`config.mk`:
```
export PLATFORM = sky130hd
export DESIGN_NAME = step_phase_decoder
export DESIGN_NICKNAME = d
export VERILOG_FILES = /design/src/rtl/elevator_pkg.sv /design/src/rtl/sync2.sv /design/src/rtl/step_phase_decoder.sv
export SDC_FILE = /design/constraint.sdc
export NUM_CORES = 1
export LEC_CHECK = 0
export ABC_CLOCK_PERIOD_IN_PS = 8770
export BUFFER_PORTS_ARGS = -buffer_cell sky130_fd_sc_hd__buf_2
export CAP_MARGIN = 20
export CORE_MARGIN = 10
export CORE_UTILIZATION = 45
export CTS_CLUSTER_SIZE = 8
export DETAILED_ROUTE_END_ITERATION = 10
export PLACE_DENSITY = 0.65
export RECOVER_POWER = 25
export SYNTH_ARGS = -nofsm -noshare
export SYNTH_HDL_FRONTEND = slang
export SYNTH_HIERARCHICAL = 1
export SYNTH_SLANG_ARGS = --single-unit
```
`constraint.sdc`:
```
create_clock -name clock -period 8.77 [get_ports clock]
set_clock_uncertainty 0.15 [all_clocks]
set_input_delay 2.631 -clock clock [delete_from_list [all_inputs] [get_ports clock]]
set_output_delay 2.631 -clock clock [all_outputs]
set_load 0.02 [all_outputs]
```
`src/rtl/elevator_pkg.sv`:
```
// Shared elevator stepper definitions: decoder states, coil phase constants
// and phase rotation helpers used by both the controller and the monitor.
package elevator_pkg;

   localparam int unsigned PH_W = 4;

   typedef enum logic [1:0] {
      ST_UNCAL = 2'd0,
      ST_TRACK = 2'd1,
      ST_FAULT = 2'd2
   } state_e;

   localparam logic [PH_W-1:0] PH_A   = 4'b0001;
   localparam logic [PH_W-1:0] PH_B   = 4'b0010;
   localparam logic [PH_W-1:0] PH_C   = 4'b0100;
   localparam logic [PH_W-1:0] PH_D   = 4'b1000;
   localparam logic [PH_W-1:0] PH_OFF = 4'b0000;

   // One decoded phase transition
   typedef struct packed {
      logic evt;
      logic up;
      logic dn;
      logic bad;
   } step_dec_t;

   function automatic logic [PH_W-1:0] ph_rotl(input logic [PH_W-1:0] p);
      return {p[PH_W-2:0], p[PH_W-1]};
   endfunction

   function automatic logic [PH_W-1:0] ph_rotr(input logic [PH_W-1:0] p);
      return {p[0], p[PH_W-1:1]};
   endfunction

   function automatic logic ph_onehot(input logic [PH_W-1:0] p);
      return (p != PH_OFF) && ((p & (p - PH_W'(1))) == PH_OFF);
   endfunction

endpackage

```
`src/rtl/sync2.sv`:
```
// Two-flop synchronizer for asynchronous level inputs, cleared to zero on reset.
module sync2 #(
   parameter int unsigned W = 1
) (
   input  logic         clk,
   input  logic         rst_n,
   input  logic [W-1:0] d,
   output logic [W-1:0] q
);

   logic [W-1:0] meta_q;
   logic [W-1:0] sync_q;

   always_ff @(posedge clk or negedge rst_n) begin
      if (!rst_n) begin
         meta_q <= '0;
         sync_q <= '0;
      end else begin
         meta_q <= d;
         sync_q <= meta_q;
      end
   end

   assign q = sync_q;

endmodule

```
`src/rtl/step_phase_decoder.sv`:
```
// Stepper coil phase monitor: decodes full steps, tracks car position, floor
// and at-floor status, and latches a fault on illegal sequences or overtravel.
module step_phase_decoder
   import elevator_pkg::*;
#(
   parameter int unsigned STEPS_PER_FLOOR = 200,
   parameter int unsigned NUM_FLOORS      = 4,
   parameter int unsigned POS_W           = 16
) (
   input  logic             clock,
   input  logic             Clear_b,
   input  logic [PH_W-1:0]  phase,
   input  logic             home,
   input  logic             fault_clr,
   output logic [POS_W-1:0] position,
   output logic [1:0]       floor,
   output logic             at_floor,
   output logic             dir,
   output logic             step_pulse,
   output logic             calibrated,
   output logic             fault
);

   localparam int unsigned FLR_W = 2;
   localparam int unsigned IF_W  = (STEPS_PER_FLOOR > 1) ? $clog2(STEPS_PER_FLOOR) : 1;
   localparam logic [POS_W-1:0] POS_MAX = POS_W'((NUM_FLOORS - 1) * STEPS_PER_FLOOR);
   localparam logic [IF_W-1:0]  IF_MAX  = IF_W'(STEPS_PER_FLOOR - 1);

   logic [PH_W:0]    sync_out;
   logic [PH_W-1:0]  ph_s;
   logic             home_s;
   step_dec_t        dec;

   state_e           state_q, state_d;
   logic [PH_W-1:0]  last_ph_q, last_ph_d;
   logic [POS_W-1:0] pos_q, pos_d;
   logic [IF_W-1:0]  in_floor_q, in_floor_d;
   logic [FLR_W-1:0] floor_q, floor_d;
   logic             dir_q, dir_d;
   logic             pulse_q, pulse_d;
   logic             at_floor_q, at_floor_d;
   logic             calibrated_q, calibrated_d;
   logic             fault_q, fault_d;

   sync2 #(.W(PH_W + 1)) u_sync (
      .clk   (clock),
      .rst_n (Clear_b),
      .d     ({home, phase}),
      .q     (sync_out)
   );

   assign home_s = sync_out[PH_W];
   assign ph_s   = sync_out[PH_W-1:0];

   // Classify the synchronized phase against the last nonzero pattern
   always_comb begin
      dec     = '0;
      dec.evt = (ph_s != PH_OFF) && (ph_s != last_ph_q);
      dec.up  = dec.evt && ph_onehot(ph_s) && (ph_s == ph_rotl(last_ph_q));
      dec.dn  = dec.evt && ph_onehot(ph_s) && (ph_s == ph_rotr(last_ph_q));
      dec.bad = dec.evt && !dec.up && !dec.dn;
   end

   // Next-state, position and floor tracking
   always_comb begin
      state_d    = state_q;
      last_ph_d  = dec.evt ? ph_s : last_ph_q;
      pos_d      = pos_q;
      in_floor_d = in_floor_q;
      floor_d    = floor_q;
      dir_d      = dir_q;
      pulse_d    = 1'b0;

      case (state_q)
         ST_UNCAL: begin
            pos_d      = '0;
            in_floor_d = '0;
            floor_d    = '0;
            if (home_s) state_d = ST_TRACK;
         end
         ST_TRACK: begin
            if (dec.bad) begin
               state_d = ST_FAULT;
            end else if (home_s) begin
               // Home sensor re-zeros even when a step lands in the same cycle
               pos_d      = '0;
               in_floor_d = '0;
               floor_d    = '0;
               if (dec.up || dec.dn) begin
                  pulse_d = 1'b1;
                  dir_d   = dec.up;
               end
            end else if (dec.up) begin
               if (pos_q == POS_MAX) begin
                  state_d = ST_FAULT;
               end else begin
                  pos_d   = pos_q + POS_W'(1);
                  pulse_d = 1'b1;
                  dir_d   = 1'b1;
                  if (in_floor_q == IF_MAX) begin
                     in_floor_d = '0;
                     floor_d    = floor_q + FLR_W'(1);
                  end else begin
                     in_floor_d = in_floor_q + IF_W'(1);
                  end
               end
            end else if (dec.dn) begin
               if (pos_q == '0) begin
                  state_d = ST_FAULT;
               end else begin
                  pos_d   = pos_q - POS_W'(1);
                  pulse_d = 1'b1;
                  dir_d   = 1'b0;
                  if (in_floor_q == '0) begin
                     in_floor_d = IF_MAX;
                     floor_d    = floor_q - FLR_W'(1);
                  end else begin
                     in_floor_d = in_floor_q - IF_W'(1);
                  end
               end
            end
         end
         ST_FAULT: begin
            if (fault_clr) begin
               state_d    = ST_UNCAL;
               pos_d      = '0;
               in_floor_d = '0;
               floor_d    = '0;
            end
         end
         default: begin
            state_d = ST_UNCAL;
         end
      endcase

      calibrated_d = (state_d == ST_TRACK);
      fault_d      = (state_d == ST_FAULT);
      at_floor_d   = calibrated_d && (in_floor_d == '0);
   end

   always_ff @(posedge clock or negedge Clear_b) begin
      if (!Clear_b) begin
         state_q      <= ST_UNCAL;
         last_ph_q    <= PH_A;
         pos_q        <= '0;
         in_floor_q   <= '0;
         floor_q      <= '0;
         dir_q        <= 1'b0;
         pulse_q      <= 1'b0;
         at_floor_q   <= 1'b0;
         calibrated_q <= 1'b0;
         fault_q      <= 1'b0;
      end else begin
         state_q      <= state_d;
         last_ph_q    <= last_ph_d;
         pos_q        <= pos_d;
         in_floor_q   <= in_floor_d;
         floor_q      <= floor_d;
         dir_q        <= dir_d;
         pulse_q      <= pulse_d;
         at_floor_q   <= at_floor_d;
         calibrated_q <= calibrated_d;
         fault_q      <= fault_d;
      end
   end

   assign position   = pos_q;
   assign floor      = floor_q;
   assign at_floor   = at_floor_q;
   assign dir        = dir_q;
   assign step_pulse = pulse_q;
   assign calibrated = calibrated_q;
   assign fault      = fault_q;

endmodule
```
==> results of run 1 <==
[metal layers]
layer	track usage, %	up-vias	part of all wire, %	wire length, microns
met1	18.2	1290	48	3650
met2	22.7	66	47	3590
met3	1.97	12	4.0	303
met5	0	-	0	0
li1	-	1327	-	-
met4	5.20	0	1.5	116
[power breakdown]
part | switching, mW | leakage (nW) | internal (mW)
clock | 0.0761 | 0.0483 | 0.0562
sequential | 0.0163 | 0.617 | 0.230
combinational | 0.0763 | 0.976 | 0.0449
[layout make-up]
type / instances / area share, %
multi-input cells: 270 / 55.0
flip-flops and latches: 47 / 33.4
clock inverters: 3 / 0.532
inverters: 9 / 0.958
clock buffers: 5 / 1.95
well taps: 96 / 3.41
repair buffers: 33 / 4.76
[worst paths after layout]
check / slack, ns / cells after the start / endpoint
worst min register to register: 0.20 / 0 / u_sync/q[0]
min in group asynchronous: 2.16 / 1 / last_ph_q[2]
max in group clock: 4.18 / 13 / position[15]
worst max-delay path: 4.17 / 2 / in_floor_q[2]
worst max register to register: 4.18 / 13 / position[15]
worst min-delay path: 0.20 / 0 / u_sync/q[0]
[registers in the layout (all words and copies together) (netlist names)]
name,flops
position,16
in_floor_q,8
u_sync/meta_q,5
u_sync/q,5
last_ph_q,4
floor,2
state_q,2
at_floor,1
calibrated,1
dir,1
fault,1
step_pulse,1
[synthesized netlist by cell type (5+ instances only)]
| cell type | n | share of area (%) |
|---|---|---|
| a21o_1 | 9 | 2.1 |
| nor2_1 | 13 | 1.5 |
| ha_1 | 19 | 7.3 |
| nand3_1 | 10 | 1.5 |
| inv_1 | 9 | 1.0 |
| xor2_1 | 10 | 2.7 |
| nand2_1 | 28 | 3.2 |
| a22o_1 | 5 | 1.3 |
| o21a_1 | 9 | 2.1 |
| nand4_1 | 6 | 1.2 |
| dfrtp_1 | 46 | 35 |
| buf_2 | 6 | 0.92 |
| nand2b_1 | 5 | 0.96 |
| o21ai_0 | 25 | 3.8 |
| nor3_1 | 14 | 2.1 |
| a21oi_1 | 19 | 2.9 |
| xnor2_1 | 15 | 4.0 |
| and3_1 | 8 | 1.5 |
[cells by family (layout without fill, tap and decap cells)]
| kind of cell | Yosys count | count (layout) |
|---|---|---|
| compound gates | 106 | 106 |
| xor+xnor | 26 | 26 |
| fa+ha+maj | 21 | 21 |
| buf+inv | 25 | 50 |
| flops | 47 | 47 |
| mux | 2 | 2 |
| simple gates | 115 | 115 |
==> summary.txt, run 1 <==
Floorplanning
  – Horiz. Die Dim: 105 microns
  – I/O Pins: 31
  – Die Y: 105 microns
  – Core ar.: 6910 sq um
  – Die Area: 11100 sq um
  – Starting Density: 47.2%
  – FP Rows: 30

CTS
  – CTS clk-pin slew, worst paths: approximately 0.090 ns
  – Clock buffer count from CTS: 5
  – Clk sinks: 47
  – Max H-tree Level: 2
  – TritonCTS clock tree: built
  – Post-CTS Hold Buffers: 0
  – # resized after CTS: 0
  – Post-CTS Setup Inserts: 0
  – Clock root cell: clkbuf_8
  – Worst-Skew Late Latency: 0.31 ns
  – Max clock buf depth: 2

Setup path
  – Sum of buffers and inverters on the critical path: 2
  – Critical path class: in2async
  – Most used cell, CP: clkbuf_1
  – Critical Path AT: 4.52 ns
  – RR Startpoint: u_sync/q[0]
  – Critical Path Fanout Max: 36
  – Crit-path leading delay family: buffers and inverters
  – Crit-path max cell delay: 1.39 ns
  – CP startpoint kind: input port
  – CP Cell Sequence: clkbuf_1, clkbuf_1
  – Worst EP required: 8.69 ns
  – CP max stage cell: clkbuf_1
  – Crit path capture type: async pin
  – Critical Path Start: Clear_b

STA
  – Worst relative slew slack: -23.7%
  – Count of pins over their slew limit: 37
  – Final count of negative-setup-slack endpoints: 0
  – Final worst setup slack: 4.17 ns
  – Worst-Margin Slew: 1.85 ns
  – RSZ-0062 raised after global routing: false
  – Max Clk Rate: 0.217 GHz
  – Tmin final: 4.60 ns
  – Setup TNS: 0 ns
  – Hold_ws: 0.204 ns
  – Post-route clock period utilization: 52.5%
  – Hold Vio Cnt, Final: 0

Logic synthesis
  – Cells after synthesis: 342
  – Sequential area share after synthesis: 36.1%
  – Post-synthesis compound-gate area fraction: 22.7%
  – Simple-Gate Fraction of Synth Area: 20.6%
  – Post-Synthesis Net Count: 370
  – Number of flops mapped to enable cells by yosys: 0
  – Synth Area per Inst: 9.54 sq um
  – Synth Area in Adders: 8.21%
  – Mux share of post-synthesis cell area: 0.652%
  – Synth cell types: 72
  – Yosys warnings: 6
  – Top_reg_cell synth: dfrtp_1
  – Async SR Flop Fraction: 100%
  – Mapped cell area: 3260 sq um
  – Synthesis-stage register bit count: 47
  – Largest family of logic cells by synthesized area: compound AO/OA/AOI/OAI gates
  – XOR/XNOR Fraction of Synth Area: 7.21%

Outcome
  – Failing checks: max-capacitance violations, max-slew violations
  – Status: finished, violations left

Pwr
  – Max VDD drop: 0.0000809 V
  – P per Cell Area: 142 nW/um^2
  – Static Leak: 1.64 nW
  – Tot Pwr: 500 uW

Final layout
  – Layout cell share with drive strength beyond 1: 16.6%
  – Final Util: 51.0%
  – Final std cells w/o fill: 463
  – Most common cell after layout, fill and taps aside: dfrtp_1
  – Area of the multi-input gates: 1940 sq um
  – N_diodes: 0
  – Most frequent cells in the layout: dfrtp_1 (46), buf_2 (29), nand2_1 (28)
  – Fillers: slightly below 700
  – Area added between synthesis and finish: 8.01%
  – Fin nets: 394
  – Finished Cell Area: 3520 sq um
  – Register Area: 1180 sq um

Detailed routing
  – WL per Instance: 16.5 microns
  – Vias per cell: 5.82
  – DRC violations left: 0
  – Via count: 2695
  – Antenna violation net count after detailed routing: 0
  – 1st-iter DRT viols: 132
  – Overall routed net length: 7.66 mm
  – DRT Pass-1 Iters: 4

Place
  – DP Worst Slack: approximately 4.3 ns
  – Routability Congestion: about 0.94
  – PortBufs: 30
  – Placed insts: 454
  – Instance area at placement: 3430 sq um
  – HPWL Detailed: 5.69 mm

Global route
  – Total global-route track usage: 13.9%
  – First-pass GRT wire length: 13.2 mm
  – Largest net degree at the start of global routing: 48
  – Via count of the first global-routing pass: 2743
  – GRT overflow: 0
  – Initial antenna violation count: 0

Worst hold path
  – Worst min path class: reg2reg
  – Hold wc startpoint: u_sync/meta_q[0]

Job
  – Max_cap viols: 1
(Power assumes the default switching activity.)
==> inputs of run 2 (changes only) <==
--- a/config.mk
+++ b/config.mk
@@ -5,14 +5,15 @@
 export SDC_FILE = /design/constraint.sdc
 export NUM_CORES = 1
 export LEC_CHECK = 0
-export ABC_CLOCK_PERIOD_IN_PS = 8770
+export ABC_AREA = 1
+export ABC_CLOCK_PERIOD_IN_PS = 3730
 export BUFFER_PORTS_ARGS = -buffer_cell sky130_fd_sc_hd__buf_2
 export CAP_MARGIN = 20
 export CORE_MARGIN = 10
 export CORE_UTILIZATION = 45
 export CTS_CLUSTER_SIZE = 8
 export DETAILED_ROUTE_END_ITERATION = 10
-export PLACE_DENSITY = 0.65
+export PLACE_DENSITY = 0.67
 export RECOVER_POWER = 25
 export SYNTH_ARGS = -nofsm -noshare
 export SYNTH_HDL_FRONTEND = slang
==> constraint.sdc (replaced) <==
create_clock -name clock -period 3.73 [get_ports clock]
set_clock_uncertainty 0.15 [all_clocks]
set_input_delay 1.119 -clock clock [delete_from_list [all_inputs] [get_ports clock]]
set_output_delay 1.119 -clock clock [all_outputs]
set_load 0.02 [all_outputs]
==> run 2 against run 1 <==
Against the previous run:
- the run now ends clean
- final area rose by 9.9%
- synthesized cell count rose by 49%
- setup slack got worse by 3.8 ns
- register-to-register slack got worse by 3.8 ns
- first-iteration DRC count rose by 29%
- core utilization fell by 0.39 points
- count of clock-buffer cells in the layout rose by 1
- worst hold slack got worse by 0.00081 ns
- critical endpoint is now position[9]
- largest cell class unchanged
==> summary.txt, run 2 <==
Outcome
  – Status: finished, final reports clean

Setup path
  – Critical Path AT: 3.36 ns (-1.16 ns)
  – Worst EP required: 3.75 ns (-4.94 ns)
  – Most used cell, CP: nand2_1
  – CP Cell Sequence: inv_1, nand2_1, nand2_1, nor2_1, nand2_1, nand3_2, inv_2, nand2_1, ha_1, a21oi_1, a21boi_0, o21ai_0, nand2_1, nand2_1, o21ai_0, xor2_1, o22ai_1
  – Crit-path leading delay family: compound AO/OA/AOI/OAI gates
  – Sum of buffers and inverters on the critical path: 2 (unchanged)
  – CP max stage cell: dfstp_2
  – Critical Path Fanout Max: 10 (-72%)
  – Crit path capture type: register
  – Critical path class: reg2reg
  – Crit-path max cell delay: 0.59 ns (-0.80 ns)
  – CP startpoint kind: register

Logic synthesis
  – Synthesis-stage register bit count: 47 (unchanged)
  – Commonest cells post-synth: nand2_1 (167), nor2_1 (55), dfrtp_1 (46), inv_1 (46), nand3_1 (33)
  – Number of flops mapped to enable cells by yosys: 0 (unchanged)
  – Post-Synthesis Net Count: 536 (+45%)
  – Sequential area share after synthesis: 33.5% (-2.6 points)
  – Mapped cell area: 3520 sq um (+7.8%)
  – Yosys warnings: 6 (unchanged)
  – Synth Area per Inst: 6.92 sq um (-27%)
  – Top_reg_cell synth: dfrtp_1
  – Top post-synthesis cells by area: dfrtp_1 (33%), nand2_1 (18%), ha_1 (6.8%)
  – Leading area contributor after synthesis: dfrtp_1
  – Most frequent cell after synthesis: nand2_1
  – Area share of the largest cell type after synthesis: 32.7% (-2.5 points)
  – Cells after synthesis: 508 (+49%)
  – Async SR Flop Fraction: 100% (unchanged)
  – Synth cell types: 40 (-44%)

Floorplanning
  – I/O Pins: 31 (unchanged)
  – FP Rows: 32 (+6.7%)
  – Die Y: 108 microns (+3.1%)
  – Horiz. Die Dim: 108 microns (+3.1%)
  – Die Area: 11800 sq um (+6.3%)
  – Core ar.: 7650 sq um (+11%)
  – Starting Density: 46.0% (-1.3 points)

Global route
  – Top Usage Layer GRT: met2
  – Via count of the first global-routing pass: 3267 (+19%)
  – Met2 Use GR: 26.6% (+4.0 points)
  – Initial antenna violation count: 0 (unchanged)
  – Total global-route track usage: 15.9% (+2.0 points)
  – Global-route track usage on met3: 2.74% (+0.77 points)
  – First-pass GRT wire length: 15.5 mm (+18%)
  – GRT overflow: 0 (unchanged)
  – Largest net degree at the start of global routing: 29 (-40%)
  – Grt met1 use: 20.7% (+2.4 points)

Place
  – DP Worst Slack: 0.449 ns (-3.82 ns)
  – Routability Congestion: 0.932 (-0.60%)
  – HPWL Detailed: 6.88 mm (+21%)
  – PortBufs: 30 (unchanged)

CTS
  – CTS clk-pin slew, worst paths: 0.09 ns (about the same)
  – TritonCTS clock tree: built
  – Post-CTS Hold Buffers: 0 (unchanged)
  – # resized after CTS: 0 (unchanged)
  – Post-CTS Setup Inserts: 0 (unchanged)
  – Clk sinks: 47 (unchanged)
  – Worst-Skew Late Latency: 0.30 ns (about the same)
  – Clock buffer count from CTS: 5 (unchanged)
  – Clock root cell: clkbuf_8
  – Max H-tree Level: 2 (unchanged)
  – Max clock buf depth: 2 (unchanged)

Detailed routing
  – WL per Instance: 14.0 microns (-15%)
  – 1st-iter DRT viols: 170 (+29%)
  – DRT Pass-1 Iters: 5 (+1)
  – DRC violations left: 0 (unchanged)
  – Antenna violation net count after detailed routing: 0 (unchanged)
  – Via count: 3363 (+25%)
  – Vias per cell: 5.22 (-10%)
  – Overall routed net length: 9.03 mm (+18%)

STA
  – Setup TNS: 0 ns (unchanged)
  – RSZ-0062 raised after global routing: false
  – Max Clk Rate: 0.300 GHz
  – Hold Vio Cnt, Final: 0 (unchanged)
  – Tmin final: between 3 and 4 ns
  – Final count of negative-setup-slack endpoints: 0 (unchanged)
  – Count of pins over their slew limit: 0 (-100%)
  – Post-route clock period utilization: between 80% and 90%
  – Final worst setup slack: 0.397 ns (-3.77 ns)
  – Worst-Margin Slew: 1.15 ns (-0.701 ns)
  – Worst relative slew slack: 23.1% (+47 points)

Final layout
  – Most frequent cells in the layout: nand2_1 (167), nor2_1 (55), inv_1 (46), dfrtp_1 (46), nand3_1 (33)
  – Area added between synthesis and finish: 10.1%
  – N_diodes: 0 (unchanged)
  – Most common cell after layout, fill and taps aside: nand2_1
  – Fin nets: 569 (+44%)
  – Max reg flops: 16 (unchanged)
  – Fillers: 761 (+12%)
  – Layout cell share with drive strength beyond 1: 12.4% (-4.3 points)

Pwr
  – Max VDD drop: 0.000555 V (+590%)
  – Static Leak: 2.08 nW (+27%)
  – P per Cell Area: 841 nW/um^2 (+490%)

Job
  – Max_cap viols: 0 (-1)

Worst hold path
  – Worst min path class: reg2reg
run 2: cell types whose count changed after synthesis, moves of 12 or more:
cell	before	now
nand2_1	28	167
nor2_1	13	55
inv_1	9	46
nand3_1	10	33
o21ai_1	1	13
run 2: area by class of cell:
class	count	area, sq um	share of cell area [%]
Clock buffer	6	72.6	1.87
Clock inverter	2	16.3	0.420
Multi-Input combinational cell	401	2100	54.3
Timing Repair Buffer	34	179	4.62
Sequential cell	47	1180	30.4
Tap cell	102	128	3.30
Inverter	52	198	5.11
run 2: cell families after synthesis:
logic type,share of synthesized area (%)
AO/OA/AOI/OAI,12.0
XOR/XNOR,4.48
adder cells (fa/ha/maj),7.33
buffers and inverters,6.76
flip-flops,33.5
AND/OR/NAND/NOR,36.0
run 2: report_power, final:
part | switching, mW | leakage, nW | internal [mW]
combinational | 1.41 | 1.43 | 0.747
clock | 0.180 | 0.0418 | 0.135
sequential | 0.158 | 0.612 | 0.632
run 2: layer usage:
| layer | part of all wire, % | routed length [microns] |
|---|---|---|
| met2 | 47 | 4200 |
| met1 | 47 | 4220 |
| met4 | 1.2 | 110 |
| met3 | 5.4 | 490 |
| met5 | 0 | 0 |
run 2: path summary, 6_finish.rpt:
path	from	to	slack, ns	depth (start not counted)
worst max-delay path	last_ph_q[0]	position[9]	0.40	17
max in group asynchronous	Clear_b	last_ph_q[0]	1.54	2
worst min-delay path	u_sync/meta_q[0]	u_sync/q[0]	0.20	0
worst min register to register	u_sync/meta_q[0]	u_sync/q[0]	0.20	0
worst max register to register	last_ph_q[0]	position[9]	0.40	17
min in group asynchronous	Clear_b	calibrated	0.86	1
run 2: stage by stage:
stage	instances	total power, mW	area, sq um	hold slack (ns)	utilization (%)
global placement	636	2.92	3780	0.182	49.5
finish	644	3.26	3870	0.204	50.6
CTS	644	3.26	3870	0.206	50.7
floorplan	508	2.44	3520	0.181	-
global route	644	3.62	3870	0.225	50.6
detailed placement	636	2.93	3780	0.185	49.5
run 2: worst register-to-register path, stage by stage, from the launching register on:
cell and delay [ns]:
dfstp_2 0.59, inv_1 0.05, nand2_1 0.05, nand2_1 0.05, nor2_1 0.10, nand2_1 0.10, nand3_2 0.14, inv_2 0.06
nand2_1 0.29, ha_1 0.37, a21oi_1 0.21, a21boi_0 0.34, o21ai_0 0.17, nand2_1 0.11, nand2_1 0.05, o21ai_0 0.12
xor2_1 0.18, o22ai_1 0.09
==> inputs of run 3 (changes only) <==
--- a/config.mk
+++ b/config.mk
@@ -6,7 +6,7 @@
 export NUM_CORES = 1
 export LEC_CHECK = 0
 export ABC_AREA = 1
-export ABC_CLOCK_PERIOD_IN_PS = 3730
+export ABC_CLOCK_PERIOD_IN_PS = 2700
 export BUFFER_PORTS_ARGS = -buffer_cell sky130_fd_sc_hd__buf_2
 export CAP_MARGIN = 20
 export CORE_MARGIN = 10
==> constraint.sdc (replaced) <==
create_clock -name clock -period 2.7 [get_ports clock]
set_clock_uncertainty 0.15 [all_clocks]
set_input_delay 0.81 -clock clock [delete_from_list [all_inputs] [get_ports clock]]
set_output_delay 0.81 -clock clock [all_outputs]
set_load 0.02 [all_outputs]
==> run 3 against run 2 <==
Against the previous run:
- setup slack worse by 0.53 ns
- the run now ends with negative setup slack left
- sequential power increased by 41%
- combinational power is 100% higher
- critical path type unchanged
==> summary.txt, run 3 (same netlist as run 2, synthesis figures left out) <==
Final layout
  – Fin nets: 630 (+11%)
  – Most frequent cells in the layout: nand2_1 (156), buf_4 (61), nor2_1 (50)
  – Final std cells w/o fill: 705 (+9.5%)
  – Fillers: 679 (-11%)
  – Area of the multi-input gates: 2380 sq um (+13%)
  – Register Area: 1180 sq um (+0.53%)
  – Layout cell share with drive strength beyond 1: 30.5% (+18 points)
  – N_diodes: 0 (unchanged)
  – Max reg flops: 16 (unchanged)
  – Final Util: 61.0% (+10 points)
  – Area added between synthesis and finish: 32.6%
  – Finished Cell Area: 4660 sq um (+20%)
  – Most common cell after layout, fill and taps aside: nand2_1

STA
  – Hold Vio Cnt, Final: 0 (unchanged)
  – Max Clk Rate: 0.353 GHz (+18%)
  – RSZ-0062 raised after global routing: true
  – Worst-Margin Slew: 1.35 ns (+0.199 ns)
  – Setup TNS: -0.438 ns (-0.438 ns)
  – Final worst setup slack: -0.131 ns (-0.528 ns)
  – Count of pins over their slew limit: 0 (unchanged)
  – Final count of negative-setup-slack endpoints: 7 (+7)
  – Tmin final: 2.83 ns (-0.502 ns)
  – Worst relative slew slack: 9.86% (-13 points)
  – Post-route clock period utilization: 105% (+15 points)

Setup path
  – CP startpoint kind: register
  – Critical path class: reg2reg
  – R2R depth: 21 (+4)
  – Critical Path AT: 2.88 ns (-0.48 ns)
  – Critical Path Fanout Max: 7 (-3)
  – Worst EP required: 2.75 ns (-1.00 ns)
  – Crit path capture type: register

Floorplanning
  – Horiz. Die Dim: 108 microns (unchanged)
  – Starting Density: 46.0% (unchanged)
  – Die Y: 108 microns (unchanged)
  – FP Rows: 32 (unchanged)
  – I/O Pins: 31 (unchanged)
  – Die Area: 11800 sq um (unchanged)
  – Core ar.: 7650 sq um (unchanged)

Outcome
  – Failing checks: negative setup slack
  – Status: finished, violations left

CTS
  – Clock root cell: clkbuf_8
  – Clk sinks: 47 (unchanged)
  – Max clock buf depth: 2 (unchanged)
  – Worst-Skew Late Latency: 0.31 ns (about the same)
  – CTS clk-pin slew, worst paths: 0.10 ns (about the same)
  – Clock buffer count from CTS: 5 (unchanged)
  – TritonCTS clock tree: built
  – Max H-tree Level: 2 (unchanged)

Global route
  – First-pass GRT wire length: 16.6 mm (+7.5%)
  – Initial antenna violation count: 0 (unchanged)
  – Via count of the first global-routing pass: 3509 (+7.4%)
  – Total global-route track usage: 17.2% (+1.2 points)
  – Largest net degree at the start of global routing: 28 (-3.4%)
  – GRT overflow: 0 (unchanged)

Place
  – HPWL Detailed: 7.67 mm (+11%)
  – Placed insts: 685 (+7.7%)
  – Routability Congestion: 0.974 (+4.4%)
  – Instance area at placement: 4190 sq um (+11%)
  – PortBufs: 30 (unchanged)

Detailed routing
  – DRC violations left: 0 (unchanged)
  – Vias per cell: 5.20 (-0.37%)
  – 1st-iter DRT viols: 176 (+3.5%)
  – WL per Instance: 14.6 microns (+4.4%)
  – DRT Pass-1 Iters: 5 (unchanged)
  – Overall routed net length: 10.3 mm (+14%)
  – Antenna violation net count after detailed routing: 0 (unchanged)
  – Via count: 3668 (+9.1%)

Pwr
  – Static Leak: 2.44 nW (+17%)
  – Max VDD drop: 0.000877 V (+58%)
  – P per Cell Area: 1270 nW/um^2 (+51%)

Worst hold path
  – Hold Path Depth: 0 (unchanged)
  – Worst min path class: reg2reg

Job
  – Max_cap viols: 0 (unchanged)
==> run 3: metal layers <==
metal	routed length, microns	share of wire (%)	GRT usage (%)	vias up
met5	0	0	0	-
met1	4770	46	22.6	1690
li1	-	-	-	1844
met4	229	2.2	5.46	0
met3	439	4.3	2.50	21
met2	4870	47	28.3	113
==> run 3: per-stage QoR <==
step	power, mW	worst slack [ns]	hold slack [ns]
after floorplan	3.39	0.00166	0.181
after global placement	4.67	-0.0854	0.182
after detailed placement	4.72	-0.160	0.185
after CTS	5.25	-0.0967	0.208
after global routing	6.44	-0.321	0.225
final	5.92	-0.131	0.207
==> run 3: final cells by class <==
type / count / area share [%]
Multi-Input combinational cell: 401 / 51.1
Inverter: 52 / 4.29
Clock buffer: 5 / 1.48
Tap cell: 102 / 2.74
Sequential cell: 47 / 25.4
Timing Repair Buffer: 95 / 14.4
Clock inverter: 3 / 0.590
==> run 3: timing repair <==
action / CTS / global route
hold buffers: 0 / 0
pin swaps: 0 / 30
endpoints found under the setup margin: 6 / 13
setup buffers: 1 / 12
gates resized for setup: 5 / 59
==> run 3: worst max-delay path, cell delays in order, from the launching register on <==
cell,delay (ns)
dfstp_2,0.57
nand2_1,0.06
nand2_1,0.05
nor2_1,0.04
nand2_1,0.09
nand3_2,0.11
inv_4,0.10
nand2_8,0.07
buf_8,0.15
fa_2,0.34
nand2_1,0.08
inv_1,0.05
nand2_1,0.07
nand2_2,0.07
nand3_2,0.07
o2111ai_2,0.11
nand2_1,0.12
nand2_1,0.07
a21oi_2,0.16
nand2_1,0.07
nand2_1,0.06
o21ai_1,0.07
==> run 3: worst paths after layout <==
path                                  start            to  slack, ns
setup / recovery               last_ph_q[0]  position[14]      -0.13
hold / removal             u_sync/meta_q[3]   u_sync/q[3]       0.21
hold reg to reg            u_sync/meta_q[3]   u_sync/q[3]       0.21
min in group asynchronous           Clear_b      at_floor       0.63
max in group asynchronous           Clear_b   position[8]       0.87
setup reg to reg               last_ph_q[0]  position[14]      -0.13
==> run 3: where the power goes <==
group / switching [mW] / internal, mW
Sequential: 0.232 / 0.875
Combinational: 2.43 / 1.93
Clock: 0.269 / 0.192
